<file path="src/rtl/stat_display.sv">
// Display back-end for the pipeline statistics counters: debounced button picks a
// counter, shown as 8 hex digits on a multiplexed active-low 7-segment display.
module stat_display #(
  parameter int SCAN_DIV   = 100000,
  parameter int DEB_CYCLES = 1000000
) (
  input  logic        clk,
  input  logic        rst,
  input  logic [31:0] total,
  input  logic [31:0] conditional,
  input  logic [31:0] unconditional,
  input  logic [31:0] conditional_success,
  input  logic [31:0] lu_times,
  input  logic        lock,
  input  logic        sel_btn,
  output logic [7:0]  seg,
  output logic [7:0]  an,
  output logic [2:0]  mode
);

  localparam int SW = $clog2(SCAN_DIV);
  localparam int DW = $clog2(DEB_CYCLES);

  logic          r_sync1, r_sync2;
  logic [1:0]    r_vld;
  logic          r_armed;
  logic          r_deb;
  logic [DW-1:0] r_deb_cnt;
  logic [2:0]    r_mode;
  logic          r_mode_chg;
  logic [SW-1:0] r_scan;
  logic [2:0]    r_idx;
  logic [31:0]   r_value;
  logic [7:0]    r_an, r_seg;

  logic          w_accept, w_adv, w_scan_wrap, w_frame_wrap, w_latch;
  logic [31:0]   w_sel_val;
  logic [3:0]    w_nib;

  function automatic logic [6:0] hex7(input logic [3:0] n);
    logic [6:0] s;
    case (n)
      4'h0: s = 7'b1000000;
      4'h1: s = 7'b1111001;
      4'h2: s = 7'b0100100;
      4'h3: s = 7'b0110000;
      4'h4: s = 7'b0011001;
      4'h5: s = 7'b0010010;
      4'h6: s = 7'b0000010;
      4'h7: s = 7'b1111000;
      4'h8: s = 7'b0000000;
      4'h9: s = 7'b0010000;
      4'hA: s = 7'b0001000;
      4'hB: s = 7'b0000011;
      4'hC: s = 7'b1000110;
      4'hD: s = 7'b0100001;
      4'hE: s = 7'b0000110;
      4'hF: s = 7'b0001110;
      default: s = 7'b1111111;
    endcase
    return s;
  endfunction

  // Counter select and event decode
  always_comb begin
    case (r_mode)
      3'd0:    w_sel_val = total;
      3'd1:    w_sel_val = conditional;
      3'd2:    w_sel_val = unconditional;
      3'd3:    w_sel_val = conditional_success;
      3'd4:    w_sel_val = lu_times;
      default: w_sel_val = 32'h0;
    endcase
    w_accept     = (r_sync2 != r_deb) && (r_deb_cnt == DW'(DEB_CYCLES - 1));
    w_adv        = w_accept & r_sync2 & r_armed;
    w_scan_wrap  = (r_scan == SW'(SCAN_DIV - 1));
    w_frame_wrap = w_scan_wrap & (r_idx == 3'd7);
    // a wrap coinciding with a mode change defers to the post-change latch
    w_latch      = (w_frame_wrap & ~w_adv) | r_mode_chg;
    w_nib        = r_value[{r_idx, 2'b00} +: 4];
  end

  // Button synchroniser, debouncer and mode selection
  always_ff @(posedge clk) begin
    if (!rst) begin
      r_sync1    <= 1'b0;
      r_sync2    <= 1'b0;
      r_vld      <= 2'b00;
      r_armed    <= 1'b0;
      r_deb      <= 1'b0;
      r_deb_cnt  <= '0;
      r_mode     <= 3'd0;
      r_mode_chg <= 1'b0;
    end else begin
      r_sync1    <= sel_btn;
      r_sync2    <= r_sync1;
      r_vld      <= {r_vld[0], 1'b1};
      // a button held through reset must be seen released before it can advance mode
      r_armed    <= r_armed | (r_vld[1] & ~r_sync2);
      r_mode_chg <= w_adv;
      if (r_sync2 == r_deb) begin
        r_deb_cnt <= '0;
      end else if (w_accept) begin
        r_deb     <= r_sync2;
        r_deb_cnt <= '0;
      end else begin
        r_deb_cnt <= r_deb_cnt + DW'(1);
      end
      if (w_adv) begin
        r_mode <= (r_mode == 3'd4) ? 3'd0 : r_mode + 3'd1;
      end else begin
        r_mode <= r_mode;
      end
    end
  end

  // Digit scan, value latch and registered display outputs
  always_ff @(posedge clk) begin
    if (!rst) begin
      r_scan  <= '0;
      r_idx   <= 3'd0;
      r_value <= 32'h0;
      r_an    <= 8'hFF;
      r_seg   <= 8'hFF;
    end else begin
      r_scan <= w_scan_wrap ? '0 : r_scan + SW'(1);
      if (w_scan_wrap) begin
        r_idx <= r_idx + 3'd1;
      end else begin
        r_idx <= r_idx;
      end
      if (w_latch) begin
        r_value <= w_sel_val;
      end else begin
        r_value <= r_value;
      end
      r_an  <= ~(8'b1 << r_idx);
      r_seg <= {~((r_idx == 3'd0) & lock), hex7(w_nib)};
    end
  end

  assign seg  = r_seg;
  assign an   = r_an;
  assign mode = r_mode;

endmodule

</file>
<file path="config.mk">
export PLATFORM = sky130hd
export DESIGN_NAME = stat_display
export DESIGN_NICKNAME = d
export VERILOG_FILES = /design/src/rtl/stat_display.sv
export SDC_FILE = /design/constraint.sdc
export NUM_CORES = 1
export LEC_CHECK = 0
export BUFFER_PORTS_ARGS = -buffer_cell sky130_fd_sc_hd__buf_2
export CORE_ASPECT_RATIO = 2
export CORE_MARGIN = 3
export CORE_UTILIZATION = 35
export DETAILED_ROUTE_END_ITERATION = 10
export MAX_ROUTING_LAYER = met4
export SLEW_MARGIN = 20
export SYNTH_ARGS = -nofsm -noshare
export SYNTH_HDL_FRONTEND = slang
export SYNTH_SLANG_ARGS = --single-unit
</file>
<file path="constraint.sdc">
create_clock -name clk -period 2.7 [get_ports clk]
set_clock_uncertainty 0.05 [all_clocks]
set_input_delay 0.675 -clock clk [delete_from_list [all_inputs] [get_ports clk]]
set_output_delay 0.675 -clock clk [all_outputs]
set_load 0.01 [all_outputs]
</file>
==> results of run 1 <==
how the worst max path moves through the flow:
| stage | endpoint | start | slack [ps] | depth (start not counted) |
|---|---|---|---|---|
| final | seg[3] | r_idx[0] | 180 | 8 |
| after global routing | seg[3] | r_idx[0] | 30 | 8 |
| after CTS | seg[3] | r_idx[0] | 200 | 8 |
| after detailed placement | seg[3] | r_idx[0] | 200 | 8 |
| after global placement | seg[3] | r_idx[0] | 340 | 8 |
| after floorplan | seg[3] | r_idx[0] | 270 | 9 |
power by group:
part	total, uW	leakage (uW)	switching, uW	internal, uW
Clock	1200	0.000123	570	635
Combinational	226	0.00196	96.8	129
Sequential	1470	0.000795	9.42	1460
cells by family (layout without fill, tap and decap cells):
kind of cell / count (synthesis) / in the layout
compound gates: 175 / 175
buf+inv: 60 / 231
xor+xnor: 33 / 33
flops: 98 / 98
fa+ha+maj: 19 / 19
mux: 29 / 29
simple gates: 174 / 174
routing by layer:
metal  vias to the layer above  wire (microns)  global-route usage
met3                        34             725              0.0249
met2                       179            9570               0.385
li1                       2569               -                   -
met4                         0             473              0.0677
met1                      2501            6110               0.218
met5                         -               0                   -
per-stage QoR:
step,std cells,hold WS [ps]
floorplan,588,362
global placement,938,375
detailed placement,938,374
CTS,954,392
global route,954,416
finish,954,385
Yosys cell counts, types with 16 or more instances:
library cell / number
nand2_1: 37
xor2_1: 19
dfxtp_1: 98
a222oi_1: 22
o21ai_1: 16
o311a_1: 23
clkbuf_1: 32
nor2_1: 54
a22oi_1: 30
nand3_1: 23
ha_1: 19
o21a_1: 21
registers in the layout (all words and copies together) (netlist names):
register	flops
r_deb_cnt	20
r_value	32
r_scan	17
r_sync2	1
mode	3
an	8
r_deb	1
r_mode_chg	1
r_idx	3
r_armed	1
r_vld	2
r_sync1	1
seg	8
final cells by class:
cell class                 count  area [sq um]
fill                        1510          8150
multi-input combinational    430          3170
sequential                    98          1960
timing repair buffer         205          1130
tap                          195           244
clock buffer                  10           229
clock inverter                 6          50.0
inverter                      10          37.5
==> metrics.txt, run 1 <==
outcome finished clean; htree depth 3; CP peak stage delay 540 ps; commonest cells after routing, fill and taps aside buf_2, dfxtp_1, nor2_1; crit path DAT 2680 ps; f_max 398 MHz; Synth Area in Simple Gates 0.160; fin nets 937; PortBufs 182; die area 17100 sq um; crit path launch type flip-flop; Total Routing Usage GR 0.206; routed vias 5283; #FFs+latches synth 98; Crit Path Max Fanout 6; Pins Over Slew Limit 0; Design Power 2900 uW; antenna viol nets, final 0; Congestion Overflow GR 0; ys flop type dfxtp_1; Final Critical Period 2520 ps; final setup fails 0; Lkg Pwr 0.00287 uW; Post-DP Area 6540 sq um; Iter 0 DRT Violations 349; CTS tree done; Critical Path RT 2860 ps; largest family of logic cells by synthesized area compound AO/OA/AOI/OAI gates; Area Overhead vs Synth 26.2%; Final Util 0.456; Critical-path top delay cell mux4_2; routed vias/inst 5.54; Rows 63; PnR worst setup slack 185 ps; Critical Path, Cell by Cell mux4_2 -> nand2_1 -> and2_1 -> inv_1 -> ha_1 -> or3_1 -> a21oi_1 -> o21ai_0; post-cts sizing count 0; DR pass1 iterations 9; critical path's top delay family simple AND/OR/NAND/NOR gates; Reg2Reg Depth 8; crit path buf inv count 1; reg2reg setup slack 180 ps; Worst Hold End r_vld[1]; final instance area 6820 sq um; first-pass GRT wire length 27200 microns; Synth Area in Compound Gates 0.255; Core Box Area 15000 sq um; CTS Sinks 98; clk buf depth 2; setup bufs post-CTS 0; Skew-Pair Late Insertion Delay 350 ps; Residual DRC 0; Synth Cell Area 5410 sq um; ant diodes 0; layout cells sized above 1 0.329; main area contributors after synthesis dfxtp_1, ha_1, o311a_1; Synthesized Nets 771; WL final 16900 microns; Post-CTS Hold Buffers 0; Initial Utilization 0.361; crit path kind reg2reg; post-synthesis async set-or-reset flop share 0; WL/cell 17.7 microns; Worst Tran Pin Value 762 ps; VDD IR max 0.294 mV; fin crit share 0.932; largest net degree at the start of global routing 58; mux contribution to synthesized area 0.0713; Synth Area in Adders 0.0440; initial antenna violation count 0; vias in the first global route 5429; Die Width 93.9 microns; syn_area_per_cell 9.20 sq um; root cell of the clock tree clkbuf_16; setup_tns 0 ps; Rel. slew slack 0.491; Hold Path Stages 1; post-synth top area cell dfxtp_1; Yosys warnings 0; worst hold path class reg2reg; clock buffer count from CTS 9; Seq/Total Area, Yosys 0.363; worst r2r src r_idx[0]; leading cell type in the layout, fill and taps excluded buf_2; dpl ws 204 ps; crit end category flip-flop; Yosys top cell area share 0.363; reg2reg end seg[3]; post-DP HPWL 13600 microns; PwrDens 425 nW/um^2; hold path start r_vld[0]; RSZ-0062 raised after global routing false; Fin. Hold Viols 0; post-synthesis instance total 588; Clock transition at path regs 70 ps; maxcap violations 0; RD Place Congestion 0.937; Synth cell types 53; die height 182 microns; I/O pins 183; xor and xnor area share after synthesis 0.0534; Post-synth EDFFs 0
(Power assumes the default switching activity.)
==> run 2, diff against run 1 <==
Settings changed: CORE_UTILIZATION 35 to 51, PLACE_DENSITY set to 0.81.
==> run 2 against run 1 <==
Against the previous run: utilization is 20 points higher; global-route usage is 7.4 points higher; first-iteration DRC count is 15% higher.
==> metrics.txt, run 2 (synthesis gave the netlist of run 1 again) <==
Die Width 78.8 microns (-16%); first-pass GRT wire length 25700 microns (-5.5%); antenna viol nets, final 0 (unchanged); leading cell type in the layout, fill and taps excluded buf_2; setup bufs post-CTS 0 (unchanged); crit path buf inv count 1 (unchanged); die height 152 microns (-17%); routed vias 5408 (+2.4%); post-DP HPWL 12200 microns (-10%); Worst Hold End r_sync2; I/O pins 183 (unchanged); Clock transition at path regs 70 ps (about the same); Core Box Area 10200 sq um (-32%); PortBufs 182 (unchanged); Crit. path cell count 7 (-1); Rows 52 (-17%); Residual DRC 0 (unchanged); largest net degree at the start of global routing 65 (+12%); Crit Path Max Fanout 21 (+15); Congestion Overflow GR 0 (unchanged); die area 11900 sq um (-30%); CTS tree done; PwrDens 451 nW/um^2 (+6.2%); Reg2Reg Depth 7 (-1); CP peak stage delay 700 ps (+160 ps); Fin. Hold Viols 0 (unchanged); fin crit share 0.932 (about the same); Post-CTS Hold Buffers 0 (unchanged); Rel. slew slack 0.269 (-0.222); reg2reg end r_value[7]; initial antenna violation count 1 (+1); post-cts sizing count 0 (unchanged); VDD IR max 0.362 mV (+23%); Most flops, register r_value; maxcap violations 0 (unchanged); RD Place Congestion 0.912 (-2.6%); max reg flops 32 (unchanged); worst r2r src mode[0]; clk buf depth 2 (unchanged); Iter 0 DRT Violations 402 (+15%); Critical-path top delay cell and2_1; commonest cells after routing, fill and taps aside buf_2, dfxtp_1, nor2_1; htree depth 3 (unchanged); Initial Utilization 0.529 (+0.168); Critical Path RT 2940 ps (+80 ps); setup_tns 0 ps (unchanged); CTS Sinks 98 (unchanged); Lkg Pwr 0.00286 uW (-0.54%); routed vias/inst 6.10 (+10%); crit end category flip-flop; fin nets 929 (-0.85%); layout cells sized above 1 0.324 (-0.00581); WL final 15900 microns (-5.6%); Final Critical Period 2520 ps (+0.942 ps); Worst Tran Pin Value 1100 ps (+335 ps); Hold Path Stages 1 (unchanged); crit path kind reg2reg; worst hold path class reg2reg; reg2reg setup slack 180 ps (about the same); clock buffer count from CTS 9 (unchanged); Area Overhead vs Synth 24.3%; final setup fails 0 (unchanged); WL/cell 18.0 microns (+1.5%); vias in the first global route 5527 (+1.8%); crit path DAT 2760 ps (+80 ps); Regs by FF count r_value: 32 flops, r_deb_cnt: 20 flops, r_scan: 17 flops; root cell of the clock tree clkbuf_16; RSZ-0062 raised after global routing false; Skew-Pair Late Insertion Delay 350 ps (about the same); critical path's top delay family simple AND/OR/NAND/NOR gates; Design Power 3030 uW (+4.6%); Pins Over Slew Limit 0 (unchanged); outcome finished clean; Total Routing Usage GR 0.279 (+0.0738); Critical Path, Cell by Cell inv_1 -> ha_1 -> and2_1 -> a222oi_1 -> o21a_1 -> o21ai_0 -> o311a_1; crit path launch type flip-flop; hold path start r_sync1; DR pass1 iterations 11 (+2); f_max 397 MHz (about the same)
run 2: final cells by class:
class,count,area [sq um]
diodes,1,2.50
clock buffers,9,225
clock inverters,7,98.8
fillers,858,3490
inverters,10,37.5
multi-input cells,430,3160
flip-flops and latches,98,1960
well taps,135,169
repair buffers,197,1060
run 2: worst register-to-register path: cells and delay by family, from the launching register on:
family | cells | cell delay [ps]
and+or+nand+nor | 1 | 700
AOI/OAI and AO/OA | 4 | 640
adders and majority gates | 1 | 620
DFF | 1 | 350
buffers and inverters | 1 | 110
run 2: report_power, final:
part / total (uW) / leakage (uW) / switching, uW / internal, uW
Combinational: 222 / 0.00191 / 93.2 / 129
Sequential: 1470 / 0.000795 / 8.68 / 1460
Clock: 1340 / 0.000154 / 597 / 745
Total: 3030 / 0.00286 / 698 / 2330
run 2: how the worst max path moves through the flow:
stage | startpoint | endpoint
2_1_floorplan | r_idx[0] | seg[3]
3_3_place_gp | r_idx[0] | seg[3]
4_1_cts | r_idx[0] | seg[3]
5_1_grt | mode[0] | r_value[9]
6_report | mode[0] | r_value[7]
3_5_place_dp | r_idx[0] | seg[3]
run 2: metal layers:
| layer | vias up | routed length (microns) | track usage |
|---|---|---|---|
| li1 | 2559 | - | - |
| met4 | 0 | 586 | 0.132 |
| met5 | - | 0 | - |
| met3 | 44 | 874 | 0.0456 |
| met2 | 231 | 8730 | 0.511 |
| met1 | 2574 | 5740 | 0.288 |
run 2: stage by stage:
stage               instances  hold slack, ps  cell area (sq um)  utilization  setup WS (ps)
floorplan                 588             362               5410            -            272
global placement          870             367               6390        0.626            334
detailed placement        870             385               6390        0.626            190
CTS                       886             410               6720        0.657            177
global route              887             424               6720        0.658           22.9
finish                    887             406               6720        0.658            184
==> run 3, diff against run 2 <==
Settings changed: ABC_AREA set to 1, CORE_UTILIZATION 51 to 52.
==> run 3 against run 2 <==
Against the previous run: final cell count up 33%; utilization down 0.16 points; via count up 14%; flip-flop and latch count unchanged; wire length down 2.2%; worst setup slack better by 190 ps; global-route usage down 1.5 points; die area up 3.3%; sequential share of layout area down 1.1 points; critical path depth up 4; hold slack worse by 46 ps; fmax up 8.1%; largest cell class unchanged; largest power group unchanged.
==> metrics.txt, run 3 <==
Rows 53 (+1.9%); Rel. slew slack 0.397 (+0.128); syn_area_per_cell 6.53 sq um (-29%); RD Place Congestion 0.963 (+5.6%); worst r2r src r_idx[0]; Yosys top cell area share 0.344 (-0.0190); most frequent CP cell nand2_1; post-synthesis async set-or-reset flop share 0 (unchanged); initial antenna violation count 0 (-1); Synth cell types 40 (-25%); Post-DP Area 6660 sq um (+4.2%); setup bufs post-CTS 0 (unchanged); CTS Sinks 98 (unchanged); layout cells sized above 1 0.219 (-0.105); Initial Utilization 0.538 (+0.00846); Area Overhead vs Synth 22.0%; htree depth 3 (unchanged); crit path launch type flip-flop; max reg flops 32 (unchanged); vias in the first global route 5829 (+5.5%); RSZ-0062 raised after global routing false; Fin. Hold Viols 0 (unchanged); Residual DRC 0 (unchanged); reg2reg end seg[3]; ant diodes 0 (-1); #FFs+latches synth 98 (unchanged); PwrDens 428 nW/um^2 (-5.2%); clk buf depth 2 (unchanged); root cell of the clock tree clkbuf_16; PortBufs 182 (unchanged); crit path DAT 2500 ps (-260 ps); DR pass1 iterations 5 (-6); worst hold path class reg2reg; post-DP HPWL 12300 microns (+0.85%); Congestion Overflow GR 0 (unchanged); post-synthesis instance total 874 (+49%); Die Width 80.1 microns (+1.6%); Yosys warnings 0 (unchanged); Critical Path, Cell by Cell buf_4 -> a21oi_1 -> o21ai_0 -> nand2_1 -> o21ai_1 -> inv_1 -> ha_1 -> nand3_1 -> nand2_1 -> nand2_1 -> nand3_1; I/O pins 183 (unchanged); Fillers 1026 (+20%); Iter 0 DRT Violations 221 (-45%); CTS tree done; largest net degree at the start of global routing 52 (-20%); Clock transition at path regs 70 ps (about the same); crit path kind reg2reg; Reg2Reg Depth 11 (+4); post-cts sizing count 0 (unchanged); Post-synth EDFFs 0 (unchanged); Critical-path top delay cell dfxtp_1; Seq/Total Area, Yosys 0.344 (-0.0190); commonest cells after routing, fill and taps aside nand2_1, buf_2, dfxtp_1; final setup fails 0 (unchanged); crit end category flip-flop; die area 12300 sq um (+3.3%); count leader, synth nand2_1; Core Box Area 10600 sq um (+3.9%); outcome finished clean; WL/cell 13.2 microns (-26%); maxcap violations 0 (unchanged); hold path start r_sync1; post-synth top area cell dfxtp_1; routed vias 6146 (+14%); Lkg Pwr 0.00323 uW (+13%); Design Power 2980 uW (-1.7%); Worst Tran Pin Value 904 ps (-192 ps); dpl cells 1163 (+34%); Crit Path Max Fanout 16 (-24%); Pins Over Slew Limit 0 (unchanged); fin crit share 0.862 (-0.0701); main area contributors after synthesis dfxtp_1, nand2_1, nand3_1; WL final 15600 microns (-2.2%); fin nets 1220 (+31%); antenna viol nets, final 0 (unchanged); clock buffer count from CTS 9 (unchanged); CP peak stage delay 620 ps (-80 ps); Most flops, register r_value; f_max 430 MHz (+8.1%); Skew-Pair Late Insertion Delay 350 ps (about the same); leading cell type in the layout, fill and taps excluded nand2_1; Post-CTS Hold Buffers 0 (unchanged); fin cells 1179 (+33%); list of most frequent post-synthesis cells nand2_1, dfxtp_1, nor2_1, nand3_1, inv_1; Synth Cell Area 5710 sq um (+5.5%); Synthesized Nets 1057 (+37%); Total Routing Usage GR 0.264 (-0.0153); reg2reg setup slack 370 ps (+190 ps); routed vias/inst 5.21 (-15%); Final Critical Period 2330 ps (-189 ps); VDD IR max 0.331 mV (-8.6%); Critical Path RT 2880 ps (-60 ps); Worst Hold End r_sync2; final instance area 6960 sq um (+3.6%); die height 154 microns (+1.7%); Hold Path Stages 2 (+1); ys flop type dfxtp_1; setup_tns 0 ps (unchanged); first-pass GRT wire length 25400 microns (-1.2%); Regs by FF count r_value: 32 flops, r_deb_cnt: 20 flops, r_scan: 17 flops
==> run 3: power breakdown <==
part	internal (uW)	switching (uW)
logic	119	91.4
clock network	749	552
registers	1460	8.58
total	2330	652
==> run 3: cell type report <==
type                       count  area (sq um)  share of cell area
multi-input combinational    660          3250               0.467
inverter                      75           282              0.0404
sequential                    98          1960               0.282
clock buffer                  11           243              0.0349
tap                          137           171              0.0246
clock inverter                 5          62.6             0.00898
timing repair buffer         193           993               0.143
==> run 3: routing by layer <==
| layer | vias up | part of all wire | track usage | wire length, microns |
|---|---|---|---|---|
| li1 | 3147 | - | - | - |
| met1 | 2727 | 0.36 | 0.259 | 5620 |
| met2 | 217 | 0.54 | 0.487 | 8480 |
| met3 | 55 | 0.044 | 0.0305 | 688 |
| met4 | 0 | 0.051 | 0.143 | 792 |
| met5 | - | 0 | - | 0 |
==> run 3: stage by stage <==
stage                     setup slack [ps]  hold WS [ps]  utilization
after floorplan                        768           340            -
after global placement                 413           345        0.628
after detailed placement               339           354        0.628
after CTS                              308           364        0.656
after global routing                   108           379        0.656
final                                  373           360        0.656
==> run 3: worst max-delay path, delay by kind of cell, from the launching register on <==
kind                       cells  cell delay, ps
DFF                            1             620
adders and majority gates      1             240
buffers and inverters          2             390
and+or+nand+nor                5             400
AOI/OAI and AO/OA              3             510
==> run 3: kinds of logic after synthesis <==
| group | synth area share |
|---|---|
| buffers and inverters | 0.0866 |
| and+or+nand+nor | 0.404 |
| DFF | 0.344 |
| xor gates and xnor gates | 0.0169 |
| adders and majority gates | 0.0417 |
| AOI/OAI and AO/OA | 0.107 |
==> run 3: how the worst max path moves through the flow <==
stage / cells after the start / start / end / slack [ps]
6_report: 11 / r_idx[0] / seg[3] / 370
5_1_grt: 11 / r_idx[0] / seg[5] / 110
4_1_cts: 9 / r_idx[0] / seg[3] / 310
3_5_place_dp: 9 / r_idx[0] / seg[3] / 340
3_3_place_gp: 9 / r_idx[0] / seg[1] / 410
2_1_floorplan: 10 / r_idx[0] / seg[3] / 770
